File: src/rtl/lpc_coeff_quantizer.sv
// LPC coefficient quantizer: buffers one float32 coefficient set, derives a shared shift from the
// largest exponent and emits PRECISION-bit coefficients with error-feedback rounding.
module lpc_coeff_quantizer #(
    parameter int PRECISION = 15,
    parameter int MAX_ORDER = 32,
    parameter int MAX_SHIFT = 15,
    parameter int FRAC      = 16
) (
    input  logic                         iClock,
    input  logic                         iReset_n,
    input  logic                         iEnable,
    input  logic                         iValid,
    input  logic                         iLast,
    input  logic [31:0]                  iFloatCoeff,
    output logic                         oReady,
    output logic                         oValid,
    output logic [PRECISION-1:0]         oQuantizedCoeff,
    output logic [$clog2(MAX_ORDER)-1:0] oIndex,
    output logic [4:0]                   oShift,
    output logic                         oLast
);
    localparam int IDXW = $clog2(MAX_ORDER);
    localparam int CNTW = $clog2(MAX_ORDER + 1);
    localparam int W    = PRECISION + FRAC + 2;
    // Headroom so a whole set of saturated coefficients cannot overflow the error accumulator.
    localparam int ACCW = W + IDXW + 2;

    localparam logic signed [W-1:0]    FIX_MAX = {1'b0, {(W-1){1'b1}}};
    localparam logic signed [W-1:0]    FIX_MIN = {1'b1, {(W-1){1'b0}}};
    localparam logic signed [ACCW-1:0] HALF    = ACCW'(1) << (FRAC - 1);
    localparam logic signed [ACCW-1:0] Q_MAX   = ACCW'((1 << (PRECISION - 1)) - 1);
    localparam logic signed [ACCW-1:0] Q_MIN   = -Q_MAX - ACCW'(1);

    typedef enum logic [1:0] {
        ST_COLLECT,
        ST_SHIFT,
        ST_EMIT
    } state_t;

    state_t                 r_state;
    state_t                 w_nextState;
    logic [31:0]            r_buf [MAX_ORDER];
    logic [CNTW-1:0]        r_count;
    logic [CNTW-1:0]        r_rdPtr;
    logic [7:0]             r_emax;
    logic signed [ACCW-1:0] r_err;
    logic [4:0]             r_shift;
    logic                   r_valid;
    logic                   r_last;
    logic [PRECISION-1:0]   r_coeff;
    logic [IDXW-1:0]        r_index;

    logic                   w_accept;
    logic                   w_closeSet;
    logic                   w_emitting;
    logic [7:0]             w_inExp;
    logic [31:0]            w_cur;
    logic [7:0]             w_exp;
    logic [23:0]            w_mant;
    int                     w_sh;
    int                     w_s;
    logic [4:0]             w_shiftNext;
    logic [W-1:0]           w_mag;
    logic signed [W-1:0]    w_fix;
    logic signed [ACCW-1:0] w_sum;
    logic signed [ACCW-1:0] w_qWide;
    logic signed [ACCW-1:0] w_qClamp;
    logic signed [ACCW-1:0] w_errNext;

    assign w_inExp    = iFloatCoeff[30:23];
    assign w_accept   = iEnable && iValid && (r_state == ST_COLLECT);
    assign w_closeSet = w_accept && (iLast || (r_count == CNTW'(MAX_ORDER - 1)));
    assign w_emitting = (r_rdPtr != r_count);

    always_ff @(posedge iClock or negedge iReset_n) begin
        if (!iReset_n) begin
            r_state <= ST_COLLECT;
        end else begin
            r_state <= w_nextState;
        end
    end

    always_comb begin
        w_nextState = r_state;
        case (r_state)
            ST_COLLECT: if (w_closeSet) w_nextState = ST_SHIFT;
            ST_SHIFT:   if (iEnable) w_nextState = ST_EMIT;
            ST_EMIT:    if (iEnable && !w_emitting) w_nextState = ST_COLLECT;
            default:    w_nextState = ST_COLLECT;
        endcase
    end

    always_comb begin
        w_s = PRECISION + 125 - int'(r_emax);
        if (r_emax == 8'd0 || w_s < 0) begin
            w_s = 0;
        end else if (w_s > MAX_SHIFT) begin
            w_s = MAX_SHIFT;
        end
        w_shiftNext = 5'(w_s);
    end

    // The implicit leading one sits at bit 23, so any left shift of W-24 or more overflows.
    always_comb begin
        w_cur  = r_buf[r_rdPtr[IDXW-1:0]];
        w_exp  = w_cur[30:23];
        w_mant = {1'b1, w_cur[22:0]};
        w_sh   = int'(w_exp) - 150 + int'(r_shift) + FRAC;
        w_mag  = '0;
        w_fix  = '0;
        if (w_exp == 8'd0) begin
            w_fix = '0;
        end else if (w_exp == 8'hFF || w_sh >= W - 24) begin
            w_fix = w_cur[31] ? FIX_MIN : FIX_MAX;
        end else begin
            if (w_sh >= 0) begin
                w_mag = W'(w_mant) << w_sh;
            end else if (w_sh > -24) begin
                w_mag = W'(w_mant) >> (-w_sh);
            end
            w_fix = w_cur[31] ? -$signed(w_mag) : $signed(w_mag);
        end

        w_sum   = ACCW'(w_fix) + r_err;
        w_qWide = (w_sum + HALF) >>> FRAC;
        if (w_qWide > Q_MAX) begin
            w_qClamp = Q_MAX;
        end else if (w_qWide < Q_MIN) begin
            w_qClamp = Q_MIN;
        end else begin
            w_qClamp = w_qWide;
        end
        w_errNext = w_sum - (w_qClamp <<< FRAC);
    end

    always_ff @(posedge iClock) begin
        if (w_accept) begin
            r_buf[r_count[IDXW-1:0]] <= iFloatCoeff;
        end
    end

    always_ff @(posedge iClock or negedge iReset_n) begin
        if (!iReset_n) begin
            r_count <= '0;
            r_rdPtr <= '0;
            r_emax  <= '0;
            r_err   <= '0;
            r_shift <= '0;
            r_valid <= 1'b0;
            r_last  <= 1'b0;
            r_coeff <= '0;
            r_index <= '0;
        end else if (iEnable) begin
            case (r_state)
                ST_COLLECT: begin
                    r_valid <= 1'b0;
                    r_last  <= 1'b0;
                    if (iValid) begin
                        r_count <= r_count + 1'b1;
                        if (w_inExp != 8'd0 && w_inExp != 8'hFF && w_inExp > r_emax) begin
                            r_emax <= w_inExp;
                        end
                    end
                end
                ST_SHIFT: begin
                    r_shift <= w_shiftNext;
                    r_err   <= '0;
                    r_rdPtr <= '0;
                end
                ST_EMIT: begin
                    if (w_emitting) begin
                        r_valid <= 1'b1;
                        r_coeff <= w_qClamp[PRECISION-1:0];
                        r_index <= r_rdPtr[IDXW-1:0];
                        r_last  <= (r_rdPtr == r_count - 1'b1);
                        r_err   <= w_errNext;
                        r_rdPtr <= r_rdPtr + 1'b1;
                    end else begin
                        r_valid <= 1'b0;
                        r_last  <= 1'b0;
                        r_count <= '0;
                        r_emax  <= '0;
                    end
                end
                default: begin
                    r_valid <= 1'b0;
                end
            endcase
        end
    end

    assign oReady          = (r_state == ST_COLLECT);
    assign oValid          = r_valid;
    assign oQuantizedCoeff = r_coeff;
    assign oIndex          = r_index;
    assign oShift          = r_shift;
    assign oLast           = r_last;

endmodule
File: config.mk
export PLATFORM = sky130hd
export DESIGN_NAME = lpc_coeff_quantizer
export DESIGN_NICKNAME = d
export VERILOG_FILES = /design/src/rtl/lpc_coeff_quantizer.sv
export SDC_FILE = /design/constraint.sdc
export NUM_CORES = 2
export LEC_CHECK = 0
export ABC_AREA = 1
export CELL_PAD_IN_SITES_DETAIL_PLACEMENT = 1
export CELL_PAD_IN_SITES_GLOBAL_PLACEMENT = 2
export CORE_ASPECT_RATIO = 1.5
export CORE_MARGIN = 10
export CORE_UTILIZATION = 44
export CTS_BUF_LIST = sky130_fd_sc_hd__clkbuf_8
export CTS_CLUSTER_DIAMETER = 30
export DETAILED_ROUTE_END_ITERATION = 10
export GPL_TIMING_DRIVEN = 0
export PLACE_DENSITY = 0.94
export SKIP_CTS_REPAIR_TIMING = 1
export SLEW_MARGIN = 20
export SYNTH_ARGS = -nofsm -noshare
export SYNTH_HDL_FRONTEND = slang
export SYNTH_SLANG_ARGS = --single-unit
File: constraint.sdc
create_clock -name iClock -period 17.2 [get_ports iClock]
set_clock_uncertainty 0.2 [all_clocks]
set_input_delay 3.44 -clock iClock [delete_from_list [all_inputs] [get_ports iClock]]
set_output_delay 3.44 -clock iClock [all_outputs]
set_load 0.005 [all_outputs]
; Word-level counts from Yosys, hierarchy flattened
; Memory sizes are Yosys's and may differ from the RTL's.
; Index checks and enable logic that the tools add are counted.
[classes]
mux = 33
n_addsub = 12
n_shift = 2
order_cmp = 8
reduce_logical = 24
bitwise_logic = 1
eq_ne = 14
[op_table]
columns = cell, n
row1 = $mux W33, 8
row2 = $pmux W40 S2, 1
row3 = $mux W24, 2
row4 = $add A33 B40 Y40, 1
row5 = $add A40 B17 Y40 const B, 1
row6 = $mux W40, 1
row7 = $sub A40 B40 Y40, 1
row8 = $neg A33 Y33, 1
row9 = $shl A24 B32 Y33, 1
row10 = $shr A24 B32 Y33, 1
row11 = $neg A11 Y32, 1
row12 = $gt A24 B15 Y1 const B, 1
row13 = $lt A24 B15 Y1 const B, 1
row14 = $mux W8, 3
row15 = $pmux W6 S2, 2
row16 = $mux W6, 3
row17 = $logic_not A8 Y1, 2
row18 = $pmux W8 S2, 1
row19 = $add A6 B1 Y6 const B, 2
row20 = $add A10 B6 Y11 const B, 1
row21 = $ge A11 B1 Y1 const B, 1
row22 = $ge A11 B5 Y1 const B, 1
row23 = $gt A11 B6 Y1 const B, 1
row24 = $add A9 B6 Y10, 1
row25 = 31 further kinds, 55
[word_totals]
register_bits = 89
mem_bits_rw = 1024
memories = 1
word_cells = 105
[memory_table]
columns = memory, words, width, rd, rd_clocked_by_memory_dff, wr, line_no
row1 = r_buf, 32, 32, 1, 0, 1, 42  ; logic [31:0] r_buf [MAX_ORDER];

; Logic depth before layout (Yosys ltp)
; An unclocked memory read counts as a cell.
[depth]
depth_word = 22
depth_mapped = 121
depth_no_buf = 114

; Worst setup path before layout
; OpenSTA, ideal clock, no wires.
[synth_path]
kind = reg-to-reg
from = register r_rdPtr[0]
to = register r_err[38]
path_buffers = 14
t_required_ns = 16.874
arrival_ns = 14.494
slack_ns = 2.379
setup_time_ns = 0.126
path_stages_with_launch = 111
path_cell_list = dfrtp_1 > buf_6 > inv_4 > buf_6 > buf_6 > buf_2 > buf_2 > buf_2 > clkbuf_1 > clkbuf_1 > clkbuf_1 > o21ai_0 > o22ai_1 > nand2_1 > nand4_1 > nand2_1 > inv_1 > ha_1 > (+75 left out) > o21ai_0 > nand2_1 > nand2_1 > a21oi_1 > nor2_1 > nor2_1 > o21bai_1 > nand2_1 > nand2_1 > a21oi_1 > o21ai_0 > nand2_1 > inv_1 > o21ai_0 > nand2_1 > nand2_1 > nand2_1 > o21ai_0
[synth_via]
elab_chain_len = 22
elab_cells_between_ends = 34
[synth_lines]
columns = element, line_no
row1 = start: declaration, 44  ; logic [CNTW-1:0] r_rdPtr;
row2 = start signal: assignment, 177  ; r_rdPtr <= r_rdPtr + 1'b1;
row3 = $mem_v2 Z32 W32 *, n/a
row4 = $sub A8 B8 Y9, 108  ; w_sh = int'(w_exp) - 150 + int'(r_shift) + FRAC;
row5 = $add A9 B6 Y10, 108
row6 = $add A10 B6 Y11, 108
row7 = $neg A11 Y32, 119  ; w_mag = W'(w_mant) >> (-w_sh);
row8 = $shr A24 B32 Y33, 119
row9 = $mux W33, 118  ; end else if (w_sh > -24) begin
row10 = $mux W33, 116  ; if (w_sh >= 0) begin
row11 = (+7 left out), n/a
row12 = $add A40 B17 Y40 *, 125  ; w_qWide = (w_sum + HALF) >>> FRAC;
row13 = $lt A24 B15 Y1, 128  ; end else if (w_qWide < Q_MIN) begin
row14 = $mux W24, 128
row15 = $mux W24 *, 126  ; if (w_qWide > Q_MAX) begin
row16 = net w_qClamp[0], 67  ; logic signed [ACCW-1:0] w_qClamp;
row17 = $sub A40 B40 Y40 *, 133  ; w_errNext = w_sum - (w_qClamp <<< FRAC);
row18 = $mux W40 *, 171  ; if (w_emitting) begin
row19 = $pmux W40 S2 *, 154  ; case (r_state)
row20 = end signal: assignment, 176  ; r_err <= w_errNext;
row21 = end: declaration, 46  ; logic signed [ACCW-1:0] r_err;
; Mark *: on every way through the listed nets, which the timed path passes. The rest lies on a longest branch. The select of a mux whose other input is x is not followed.
; A chain may end at the register's enable or synchronous reset.

; Worst setup path after layout
[layout_path]
from = register r_rdPtr[4]
to = register r_err[39]
[layout_via]
elab_chain_len = 22
elab_cells_between_ends = 34
[layout_lines]
columns = element, line_no
row1 = $mem_v2 Z32 W32, n/a
row2 = $sub A8 B8 Y9, 108
row3 = $add A9 B6 Y10, 108
row4 = $add A10 B6 Y11, 108
row5 = $neg A11 Y32, 119
row6 = $shr A24 B32 Y33, 119
row7 = $mux W33, 118
row8 = $mux W33, 116
row9 = (+6 left out), n/a
row10 = $add A33 B40 Y40, 124  ; w_sum = ACCW'(w_fix) + r_err;
row11 = $add A40 B17 Y40, 125
row12 = $lt A24 B15 Y1, 128
row13 = $mux W24, 128
row14 = $mux W24, 126
row15 = $sub A40 B40 Y40, 133
row16 = $mux W40, 171
row17 = $pmux W40 S2, 154
; Parallel ways exist; a longest one is shown, timed or not. The select of a mux whose other input is x is not followed.

==> results.json <==
{
  "min_period_over_period": 0.961,
  "area.growth.synth_to_final_pct": 17.8,
  "core.rowCount": 155,
  "cp_max_fo": 10,
  "clkSinkCount": 1113,
  "avgSynthCellArea_um2": 10.3,
  "slowest_delay_ns": 0.92,
  "finalHoldViolCount": 0,
  "syn-cell-area_um2": 52900,
  "ff_latch_area_um2": 33000,
  "die_h_um": 445,
  "grt_pass1_vias": 47500,
  "clockBufferDepth": 3,
  "synth-edff-count": 1024,
  "vias_per_cell": 6.31,
  "overflow": 0,
  "final_area_um2": 62400,
  "cp.arrival_ns": 17.15,
  "hp-class": "reg -> reg",
  "num-nets-final": 5668,
  "clk_latency_ns": 0.96,
  "status": "complete, no violations",
  "dp.cells": 6861,
  "synth_nets": 5303,
  "place_congestion": 0.953,
  "syn_inst": 5163,
  "grt_pass1_wl_mm": 324,
  "wl_met3_mm": 21.3,
  "dieArea_um2": 135000,
  "grt_max_degree": 69,
  "fill_cells": 13000,
  "cp_common_cell": "nand2_1",
  "critPathCaptureType": "flop",
  "async_reset_ff_frac": 0.0800,
  "period_needed_ns": 16.53,
  "wl_met1_mm": 73.3,
  "grtUsageTotal": 0.332,
  "hpwl_mm": 162,
  "vias": 45700,
  "drtIter0Drc": 5267,
  "clk_pin_slew_ns": 0.06,
  "crit_slowest_cell": "clkdlybuf4s15_1",
  "drt_wl_total_mm": 230,
  "finalWorstSetupSlack_ns": 0.668,
  "cap_violations": 0,
  "drt-pass1-iter-count": 6,
  "root_buffer": "clkbuf_8",
  "cts-buffers-inserted": 187,
  "critPathLaunchType": "flop",
  "core_area_um2": 119000,
  "finalNonFillerCells": 7252,
  "ant_nets": 0,
  "yosysUniqueCellTypes": 65,
  "tightestPinTransition_ns": 1.38,
  "antenna_found_initial": 7,
  "yosysWarnings": 0,
  "place_area_um2": 57200,
  "ys_seq_area_frac": 0.623,
  "setup_violations": 0,
  "ios": 65,
  "avgRoutedWirePerCell_um": 31.7,
  "drc": 0,
  "wl_met2_mm": 110,
  "ys.flop_type": "edfxtp_1",
  "die_w_um": 303,
  "io_buffers": 64,
  "slew_viol_final": 0,
  "max_slew_margin": 0.0713,
  "critical_path_class": "reg -> reg",
  "routed.top_layer": "met5",
  "cts-htree-levels": 4,
  "ys_seq_elements": 1113,
  "initial_utilization": 0.444,
  "drive_gt1_frac": 0.141,
  "fmax_ghz": 0.0605,
  "cp.required_ns": 17.82,
  "cts_tree": "done",
  "multi_input_area_um2": 18600,
  "dp_slack_ns": -5.74
}
## worst max-delay path: cells and delay by family, from the launching register on
kind,cells,cell delay (ns)
DFF,1,0.34
AOI/OAI and AO/OA,25,3.66
adders and majority gates,7,1.66
buffers and inverters,25,4.35
xor gates and xnor gates,1,0.19
and+or+nand+nor,48,5.95
## stage by stage
stage | util | hold WS, ns | TNS, ns
final | 0.523 | 0.284 | 0
after global routing | 0.523 | 0.319 | -0.468
after CTS | 0.510 | 0.289 | -129.95
after detailed placement | 0.479 | 0.275 | -125.18
after global placement | 0.466 | 0.266 | -121.22
after floorplan | - | 0.254 | 0
## cell usage after synthesis (8+ instances only)
cell type | count | area share
dfrtp_1 | 89 | 0.042
nand3_1 | 286 | 0.027
xnor2_1 | 17 | 0.0028
o21ai_1 | 58 | 0.0055
buf_1 | 37 | 0.0026
a31oi_1 | 9 | 0.0011
ha_1 | 100 | 0.024
o31ai_1 | 40 | 0.0057
o221ai_1 | 24 | 0.0040
xor2_1 | 46 | 0.0076
inv_1 | 251 | 0.018
o22ai_1 | 17 | 0.0020
o21ai_2 | 8 | 0.0013
nor2_1 | 446 | 0.032
nand2_2 | 21 | 0.0025
a221oi_1 | 20 | 0.0033
o32ai_1 | 8 | 0.0013
o2111ai_1 | 16 | 0.0026
nand2_1 | 1342 | 0.095
a32o_1 | 15 | 0.0028
nor3_1 | 28 | 0.0026
edfxtp_1 | 1024 | 0.58
a21oi_1 | 430 | 0.041
or2_2 | 25 | 0.0030
buf_2 | 66 | 0.0062
nand3_2 | 8 | 0.0015
buf_6 | 13 | 0.0028
o211ai_1 | 54 | 0.0077
a22oi_1 | 83 | 0.012
o311ai_0 | 40 | 0.0066
inv_2 | 24 | 0.0017
clkbuf_1 | 163 | 0.012
nand4_1 | 56 | 0.0066
o21ai_0 | 210 | 0.020
## final cells by class
class | instances | area share
Timing Repair Buffer | 180 | 0.0378
Multi-Input combinational cell | 3482 | 0.299
Clock buffer | 192 | 0.0424
Antenna cell | 5 | 0.000201
Buffer | 282 | 0.0269
Sequential cell | 1113 | 0.529
Tap cell | 1570 | 0.0315
Inverter | 282 | 0.0173
Clock inverter | 146 | 0.0161
## registers in the layout, indices dropped and copies added (netlist names), 2 cells and up
register and flops:
r_buf 1024, r_err 40, oQuantizedCoeff 15, r_emax 8, r_count 6, r_rdPtr 6
oIndex 5, oShift 5, r_state 2
## final timing paths
kind | startpoint | to | slack [ns] | cells after the start
worst max-delay path | r_rdPtr[4] | r_err[39] | 0.67 | 106
worst min-delay path | oQuantizedCoeff[11] | oQuantizedCoeff[11] | 0.28 | 2
worst max register to register | r_rdPtr[4] | r_err[39] | 0.67 | 106
worst min register to register | oQuantizedCoeff[11] | oQuantizedCoeff[11] | 0.28 | 2
max in group asynchronous | iReset_n | r_rdPtr[1] | 13.95 | 2
min in group asynchronous | iReset_n | r_err[7] | 2.15 | 1
## per-layer routing
metal	GRT usage	vias up
li1	-	19100
met1	0.344	22400
met2	0.552	3096
met3	0.0768	1154
met4	0.306	6
met5	0.00325	-
## logic make-up after synthesis
family,share of synthesized area
xor gates and xnor gates,0.0104
adders and majority gates,0.0248
AOI/OAI and AO/OA,0.122
buffers and inverters,0.0442
muxes,0.000189
and+or+nand+nor,0.176
DFF,0.623
## layout by cell type, fill, tap and decap left out, drive strengths merged, types with 16 or more instances in the layout
cell type,count
o31ai,40
dfrtp,89
or2,25
o21ai,276
o2111ai,16
nor2,452
o221ai,24
clkbuf,341
nand3,295
nor3,30
ha,100
a22oi,83
edfxtp,1024
nand4,57
xnor2,17
a21oi,433
o22ai,17
a221oi,20
xor2,46
o211ai,54
o311ai,40
clkinv,68
buf,280
nand2,1366
clkdlybuf4s50,32
inv,336
Power is not shown: default switching activity piles up to over one toggle a cycle in this logic, so the estimate is an artifact.
